### src/rtl/team_08_touch_seq.sv
// rtl/team_08_touch_seq.sv - I2C burst-read sequencer for the FT6x06-class touch controller
// Optional feature macro: TOUCH_NACK_RETRY_EN (restart the transfer after an address/register NACK, up to 3 retries)
module team_08_touch_seq #(
    parameter int         CLK_DIV  = 125,
    parameter logic [6:0] DEV_ADDR = 7'h38,
    parameter logic [7:0] REG_ADDR = 8'h02
) (
    input  logic        clk,
    input  logic        nrst,
    input  logic        en,
    input  logic        int_n,
    input  logic        sda_in,
    input  logic        scl_in,
    output logic        sda_oeb,
    output logic        scl_oeb,
    output logic        sda_out,
    output logic        scl_out,
    output logic        busy,
    output logic        data_valid,
    output logic        nack_err,
    output logic [3:0]  touch_cnt,
    output logic [1:0]  touch_evt,
    output logic [11:0] touch_x,
    output logic [11:0] touch_y
);

    typedef enum logic [3:0] {
        S_IDLE, S_START, S_ADDR_W, S_ACK1, S_REG, S_ACK2, S_RSTART,
        S_ADDR_R, S_ACK3, S_RD, S_MACK, S_STOP, S_DONE
    } state_t;

    localparam logic [9:0] QMAX = 10'(CLK_DIV - 1);

    state_t      state;
    logic [9:0]  qcnt;
    logic [1:0]  phase;
    logic [2:0]  bit_cnt;
    logic [2:0]  byte_idx;
    logic [7:0]  tx_byte;
    // Only the bits that reach touch_* are kept; STATUS[7:4] shift out the top.
    logic [35:0] rx;
    logic        sda_smp;
    logic        pending;
    logic        aborted;
    logic        nacked;
`ifdef TOUCH_NACK_RETRY_EN
    logic [1:0]  retry_cnt;
`endif
    logic [2:0]  int_sync;
    logic        int_fall;
    logic        hold;
    logic        sda_rel_c;
    logic        scl_rel_c;
    logic        scl_mid;

    // Open-drain pads: the output value is always low, only the enables move.
    assign sda_out = 1'b0;
    assign scl_out = 1'b0;

    assign int_fall = int_sync[2] & ~int_sync[1];
    // A slave holding SCL low while we release it freezes the bit timer.
    assign hold     = scl_oeb & ~scl_in;
    assign scl_mid  = (phase == 2'd1) || (phase == 2'd2);

    // Two-flop synchronizer on the interrupt plus one extra stage for edge detect.
    always_ff @(posedge clk or negedge nrst) begin
        if (!nrst) begin
            int_sync <= 3'b111;
        end else begin
            int_sync <= {int_sync[1:0], int_n};
        end
    end

    // Line levels wanted for the current state and quarter phase (1 = release).
    always_comb begin
        sda_rel_c = 1'b1;
        scl_rel_c = 1'b1;
        case (state)
            S_START: begin
                scl_rel_c = (phase != 2'd3);
                sda_rel_c = (phase < 2'd2);
            end
            S_RSTART: begin
                scl_rel_c = scl_mid;
                sda_rel_c = (phase < 2'd2);
            end
            S_STOP: begin
                scl_rel_c = (phase != 2'd0);
                sda_rel_c = (phase == 2'd3);
            end
            S_ADDR_W, S_REG, S_ADDR_R: begin
                scl_rel_c = scl_mid;
                sda_rel_c = tx_byte[3'd7 - bit_cnt];
            end
            S_ACK1, S_ACK2, S_ACK3, S_RD: begin
                scl_rel_c = scl_mid;
                sda_rel_c = 1'b1;
            end
            S_MACK: begin
                scl_rel_c = scl_mid;
                sda_rel_c = (byte_idx == 3'd4);
            end
            default: begin
                sda_rel_c = 1'b1;
                scl_rel_c = 1'b1;
            end
        endcase
    end

    // Sequencer: bit timer, transfer FSM, interrupt queueing and registered outputs.
    always_ff @(posedge clk or negedge nrst) begin
        if (!nrst) begin
            state      <= S_IDLE;
            qcnt       <= 10'd0;
            phase      <= 2'd0;
            bit_cnt    <= 3'd0;
            byte_idx   <= 3'd0;
            tx_byte    <= 8'd0;
            rx         <= 36'd0;
            sda_smp    <= 1'b1;
            pending    <= 1'b0;
            aborted    <= 1'b0;
            nacked     <= 1'b0;
`ifdef TOUCH_NACK_RETRY_EN
            retry_cnt  <= 2'd0;
`endif
            sda_oeb    <= 1'b1;
            scl_oeb    <= 1'b1;
            busy       <= 1'b0;
            data_valid <= 1'b0;
            nack_err   <= 1'b0;
            touch_cnt  <= 4'd0;
            touch_evt  <= 2'd0;
            touch_x    <= 12'd0;
            touch_y    <= 12'd0;
        end else begin
            data_valid <= 1'b0;
            nack_err   <= 1'b0;
            sda_oeb    <= sda_rel_c;
            scl_oeb    <= scl_rel_c;

            if (state == S_IDLE) begin
                qcnt  <= 10'd0;
                phase <= 2'd0;
                if (pending && en) begin
                    pending <= 1'b0;
                    aborted <= 1'b0;
                    nacked  <= 1'b0;
`ifdef TOUCH_NACK_RETRY_EN
                    retry_cnt <= 2'd0;
`endif
                    busy    <= 1'b1;
                    state   <= S_START;
                end
            end else if (state == S_DONE) begin
                state <= S_IDLE;
            end else if (!hold) begin
                if (qcnt != QMAX) begin
                    qcnt <= qcnt + 10'd1;
                end else begin
                    qcnt  <= 10'd0;
                    phase <= phase + 2'd1;
                    if (phase == 2'd2) begin
                        sda_smp <= sda_in;
                    end
                    if (phase == 2'd3) begin
                        case (state)
                            S_START: begin
                                tx_byte <= {DEV_ADDR, 1'b0};
                                bit_cnt <= 3'd0;
                                state   <= S_ADDR_W;
                            end
                            S_ADDR_W, S_REG, S_ADDR_R: begin
                                bit_cnt <= bit_cnt + 3'd1;
                                if (bit_cnt == 3'd7) begin
                                    state <= (state == S_ADDR_W) ? S_ACK1 :
                                             (state == S_REG)    ? S_ACK2 : S_ACK3;
                                end
                            end
                            S_ACK1, S_ACK2, S_ACK3: begin
                                bit_cnt <= 3'd0;
                                if (sda_smp) begin
                                    nack_err <= 1'b1;
                                    nacked   <= 1'b1;
                                    state    <= S_STOP;
                                end else if (state == S_ACK1) begin
                                    tx_byte <= REG_ADDR;
                                    state   <= S_REG;
                                end else if (state == S_ACK2) begin
                                    state <= S_RSTART;
                                end else begin
                                    byte_idx <= 3'd0;
                                    state    <= S_RD;
                                end
                            end
                            S_RSTART: begin
                                tx_byte <= {DEV_ADDR, 1'b1};
                                bit_cnt <= 3'd0;
                                state   <= S_ADDR_R;
                            end
                            S_RD: begin
                                rx      <= {rx[34:0], sda_smp};
                                bit_cnt <= bit_cnt + 3'd1;
                                if (bit_cnt == 3'd7) begin
                                    state <= S_MACK;
                                end
                            end
                            S_MACK: begin
                                if (byte_idx == 3'd4) begin
                                    state <= S_STOP;
                                end else begin
                                    byte_idx <= byte_idx + 3'd1;
                                    bit_cnt  <= 3'd0;
                                    state    <= S_RD;
                                end
                            end
                            S_STOP: begin
                                if (aborted || nacked) begin
`ifdef TOUCH_NACK_RETRY_EN
                                    if (nacked && !aborted && en && (retry_cnt != 2'd3)) begin
                                        retry_cnt <= retry_cnt + 2'd1;
                                        nacked    <= 1'b0;
                                        state     <= S_START;
                                    end else begin
                                        busy  <= 1'b0;
                                        state <= S_IDLE;
                                    end
`else
                                    busy  <= 1'b0;
                                    state <= S_IDLE;
`endif
                                end else begin
                                    touch_cnt  <= rx[35:32];
                                    touch_evt  <= rx[31:30];
                                    touch_x    <= {rx[27:24], rx[23:16]};
                                    touch_y    <= {rx[11:8], rx[7:0]};
                                    data_valid <= 1'b1;
                                    busy       <= 1'b0;
                                    state      <= S_DONE;
                                end
                            end
                            default: state <= S_IDLE;
                        endcase
                        // Enable loss: the bit just finished, now close the bus and forget queued work.
                        if (!en && (state != S_STOP)) begin
                            aborted <= 1'b1;
                            pending <= 1'b0;
                            state   <= S_STOP;
                        end
                    end
                end
            end

            // Falling interrupt edges queue one transfer; repeats merge into it.
            if (int_fall && en) begin
                pending <= 1'b1;
            end
        end
    end

endmodule

### config.mk
export PLATFORM = sky130hd
export DESIGN_NAME = team_08_touch_seq
export DESIGN_NICKNAME = d
export VERILOG_FILES = /design/src/rtl/team_08_touch_seq.sv
export SDC_FILE = /design/constraint.sdc
export NUM_CORES = 1
export LEC_CHECK = 0
export ABC_CLOCK_PERIOD_IN_PS = 2200
export BUFFER_PORTS_ARGS = -buffer_cell sky130_fd_sc_hd__buf_2
export CAP_MARGIN = 10
export CORE_MARGIN = 2
export CORE_UTILIZATION = 53
export CTS_CLUSTER_DIAMETER = 80
export DETAILED_ROUTE_END_ITERATION = 8
export GPL_ROUTABILITY_DRIVEN = 0
export PLACE_DENSITY = 0.74
export SYNTH_ARGS = -nofsm -noshare
export SYNTH_HDL_FRONTEND = slang
export SYNTH_SLANG_ARGS = --single-unit
export TNS_END_PERCENT = 20
### constraint.sdc
create_clock -name clk -period 2.2 [get_ports clk]
set_input_delay 0.22 -clock clk [delete_from_list [all_inputs] [get_ports clk]]
set_output_delay 0.22 -clock clk [all_outputs]
set_load 0.005 [all_outputs]
# Word-level counts from Yosys, hierarchy flattened
# Cells that the tools add are included.
classes:
  mux: 81
  n_lt_le_gt_ge: 2
  add_sub_neg: 5
  n_reduce_logical: 38
  bitwise_logic: 9
  eq_ne: 37
op_table:
  columns: ["cell", "count"]
  rows:
  - ["2-to-1 mux 4 bit", 15]
  - ["2-to-1 mux 1 bit", 43]
  - ["2-to-1 mux 10 bit", 4]
  - ["AND reduction 6 bit", 5]
  - ["case mux 4 bit (7 select lines)", 1]
  - ["case mux 8 bit (3 select lines)", 1]
  - ["AND reduction 7 bit", 3]
  - ["equality test 4 bit, second input constant", 5]
  - ["equality test 4 x 3 -> 1 bit, second input constant", 4]
  - ["2-to-1 mux 8 bit", 2]
  - ["!= test 2 bit, second input constant", 8]
  - ["2-to-1 mux 3 bit", 5]
  - ["nonzero test 3 bit", 5]
  - ["nonzero test 2 bit", 7]
  - ["adder 10 x 1 -> 10 bit, second input constant", 1]
  - ["2-to-1 mux 2 bit", 5]
  - ["!= test 10 x 7 -> 1 bit, second input constant", 1]
  - ["!= test 5 bit, second input constant", 2]
  - ["AND reduction 10 bit", 1]
  - ["!= test 3 x 1 -> 1 bit, second input constant", 3]
  - ["case mux 3 bit (3 select lines)", 1]
  - ["OR reduction 9 bit", 1]
  - ["equality test 4 x 2 -> 1 bit, second input constant", 2]
  - ["AND reduction 8 bit", 1]
  - ["30 further kinds", 46]
totals:
  in_bits: 6
  ff_bits: 108

# Longest topological paths before layout
logic_depth:
  ltp_word: 11
  ltp_mapped: 8

# Worst setup path after synthesis
# Ideal clock, no wire load.
synth_timing:
  kind: "reg-to-reg"
  startpoint: "register qcnt[0]"
  endpoint: "register byte_idx[0]"
  setup_ns: 0.125
  path_stages_with_launch: 9
  required_ns: 2.075
  setup_slack_ns: -0.213
  arrival_time_ns: 2.288
  path_buffers: 1
  cell_sequence: "dfrtp_1 -> inv_1 -> ha_1 -> or4b_4 -> nand2b_4 -> or3_1 -> buf_6 -> nor4_4 -> mux2_4"
synth_via:
  elab_chain_len: 3
synth_rtl:
  columns: ["item", "line_no", "text"]
  rows:
  - ["start, declared", "35", "logic [9:0] qcnt;"]
  - ["start signal, assigned", "159", "qcnt <= qcnt + 10'd1;"]
  - ["!= test 10 x 7 -> 1 bit", "158", "if (qcnt != QMAX) begin"]
  - ["inverter 1 bit (no source line)", null, null]
  - ["AND reduction 10 bit (no source line)", null, null]
  - ["end signal, assigned", "212", "byte_idx <= byte_idx + 3'd1;"]
  - ["end, declared", "38", "logic [2:0] byte_idx;"]
# No other way between the ends.
# A chain may end at the register's enable or synchronous reset.

# Final worst setup path
layout_timing:
  startpoint: "register qcnt[1]"
  endpoint: "register byte_idx[0]"
# The elaborated chain is that of the path after synthesis.

==> results.json <==
{
  "drive_gt1_frac": 0.381,
  "nets": 483,
  "finalSetupViolCount": 4,
  "crit_fanout": 4,
  "arrival_ns": 2.49,
  "synth_compound_area_frac": 0.0916,
  "synth_top_family_by_area": "multiplexers",
  "wl_per_cell_um": 16.3,
  "crit_path_start_kind": "flop",
  "ant_nets": 0,
  "drt_wl_total_mm": 9.45,
  "maxSlewHeadroom": 0.602,
  "cts_tree": "yes",
  "dr.pass1.iters": 4,
  "layout_setup_ws_ns": -0.0349,
  "critical_path_buf_inv_count": 1,
  "yosys.area_share.adder": 0.0236,
  "netlist_instances": 400,
  "worstSetupPathType": "reg -> reg",
  "grt_use_total": 0.199,
  "worstPathCellList": "inv_2 > ha_4 > or4b_4 > nand2b_4 > or3_4 > nor4_4 > mux2_4",
  "vias": 3288,
  "overflow": 0,
  "status": "finished with violations",
  "tightestPinTransition_ns": 0.592,
  "post-route-util": 0.649,
  "initial_core_util": 0.546,
  "die_w_um": 98.8,
  "yosysSeqAreaShare": 0.543,
  "ys_types": 59,
  "cts.sinks": 103,
  "area_growth_pct": 18.8,
  "synthMuxAreaShare": 0.174,
  "clk_pin_slew_ns": 0.10,
  "final_cell_mix": "dfrtp_1, mux2_2, buf_2, nand2_1, buf_4",
  "ys.flop_type": "dfrtp_1",
  "hp-class": "in -> reg",
  "cp_data_required_time_ns": 2.46,
  "finClkSkew_ns": 0.0123,
  "power_density_mw_per_mm2": 729,
  "async_flop_share": 1.00,
  "cp_top_family": "simple AND/OR/NAND/NOR gates",
  "hold_violations": 0,
  "grt_pass1_wl_mm": 15.8,
  "rows": 34,
  "clockBufferDepth": 2,
  "total_power_mw": 4.13,
  "cts_htree_levels": 3,
  "ios": 43,
  "min_period_over_period": 1.02,
  "endpoint_kind": "flop",
  "grt_antenna_before_repair": 0,
  "yosysWarningCount": 0,
  "vias_per_cell": 5.66,
  "ys_ff_latch": 103,
  "slowest_delay_ns": 0.48,
  "finalMaxSlewViolations": 0,
  "die-area_mm2": 0.00976,
  "netlist_area_mm2": 0.00476,
  "leakage_nw": 2.86,
  "grt_max_degree": 46,
  "synth_xor_xnor_area_share": 0.0129,
  "maxCapViolations": 0,
  "antenna_cells": 0,
  "cp_slowest_cell": "or4b_4",
  "grt_pass1_vias": 3343,
  "final_common_cell": "dfrtp_1",
  "synth_edf_count": 0,
  "max_freq_ghz": 0.447,
  "worstSkewPairLatency_ns": 0.36,
  "drc": 0,
  "avgSynthCellArea_um2": 11.9,
  "vdd.ir_drop.worst_v": 0.000389,
  "hpwlAfterDp_mm": 6.46,
  "setup_tns_ns": -0.0533,
  "synthSimpleGateAreaFrac": 0.117,
  "ctsRootBufferMaster": "clkbuf_8",
  "rsz0062_at_grt": "yes",
  "dr.first_iter.drc_count": 178,
  "failed_checks": "negative setup slack",
  "core_mm2": 0.00872,
  "die_h_um": 98.8,
  "cts_buffers": 9,
  "min_period_ns": 2.23,
  "numPortBuffers": 40
}
-- state kept, by name (all words and copies together) (netlist names), 2 cells and up --
name	cells
touch_y	12
qcnt	10
bit_cnt	3
tx_byte	3
touch_cnt	4
state	4
int_sync	3
phase	2
byte_idx	3
rx	36
touch_evt	2
touch_x	12
-- layout make-up --
| type | count | area, um^2 |
|---|---|---|
| Fill cell | 667 | 3060 |
| Sequential cell | 103 | 2580 |
| Multi-Input combinational cell | 257 | 2070 |
| Timing Repair Buffer | 76 | 576 |
| Tap cell | 108 | 135 |
| Clock buffer | 9 | 124 |
| Clock inverter | 7 | 95.1 |
| Inverter | 21 | 78.8 |
-- path summary, 6_finish.rpt --
path | slack, ns | from | cells past startpoint | endpoint
min in group asynchronous | 0.37 | nrst | 2 | tx_byte[1]
setup / recovery | -0.03 | qcnt[1] | 7 | byte_idx[0]
setup reg to reg | -0.03 | qcnt[1] | 7 | byte_idx[0]
hold reg to reg | 0.36 | int_sync[0] | 0 | int_sync[1]
hold / removal | 0.09 | sda_in | 2 | sda_smp
max in group asynchronous | 1.13 | nrst | 3 | scl_oeb
-- what timing repair did --
action	in CTS	in global routing
endpoints found under the hold margin	37	0
endpoints found under the setup margin	30	76
pin swaps	0	4
hold buffers	2	0
buffers inserted	1	3
gates resized for setup	7	10
gates cloned	1	3
-- per-layer routing --
metal / share of wire / track usage / vias up
met5: 0 / 0 / -
met2: 0.49 / 0.323 / 85
li1: - / - / 1558
met4: 0.0074 / 0.0548 / 0
met1: 0.46 / 0.276 / 1639
met3: 0.048 / 0.0383 / 6
-- synthesized netlist by cell type (all sizes together) (7+ instances only) --
| master | n | share of area |
|---|---|---|
| o21ai | 12 | 0.013 |
| mux2 | 69 | 0.16 |
| buf | 9 | 0.012 |
| nand2 | 31 | 0.024 |
| nor2 | 23 | 0.018 |
| ha | 9 | 0.024 |
| inv | 21 | 0.017 |
| nor4 | 7 | 0.015 |
| clkbuf | 11 | 0.0087 |
| a21oi | 10 | 0.011 |
| dfrtp | 97 | 0.51 |
-- power by group --
group	leakage (nW)	switching [mW]	total, mW	internal, mW
Combinational	1.38	0.499	0.839	0.340
Sequential	1.37	0.0641	2.03	1.97
Clock	0.111	0.695	1.26	0.562
-- stage by stage --
step                      hold WS, ns  setup WS (ns)  area [um^2]  cells
after floorplan               -0.0756         -0.100         4770    401
after global placement          0.235        -0.0806         5240    555
after detailed placement        0.236         -0.116         5240    555
after CTS                      0.0767        -0.0320         5520    575
after global routing           0.0777         -0.133         5660    581
final                          0.0878        -0.0349         5660    581
-- kinds of logic (layout without fill, tap and decap cells) --
family | Yosys count | in the layout
flops | 103 | 103
simple gates | 103 | 103
buf+inv | 41 | 113
other cells | 1 | 2
xor+xnor | 7 | 7
mux | 74 | 74
compound gates | 62 | 62
fa+ha+maj | 9 | 9
-- worst register-to-register path: cells and delay by family, from the launching register on --
family / cells / cell delay, ns
adders and majority gates: 1 / 0.11
buffers and inverters: 1 / 0.09
DFF: 1 / 0.41
muxes: 1 / 0.32
and+or+nand+nor: 4 / 1.20
Power figures use the tool's default switching activity.
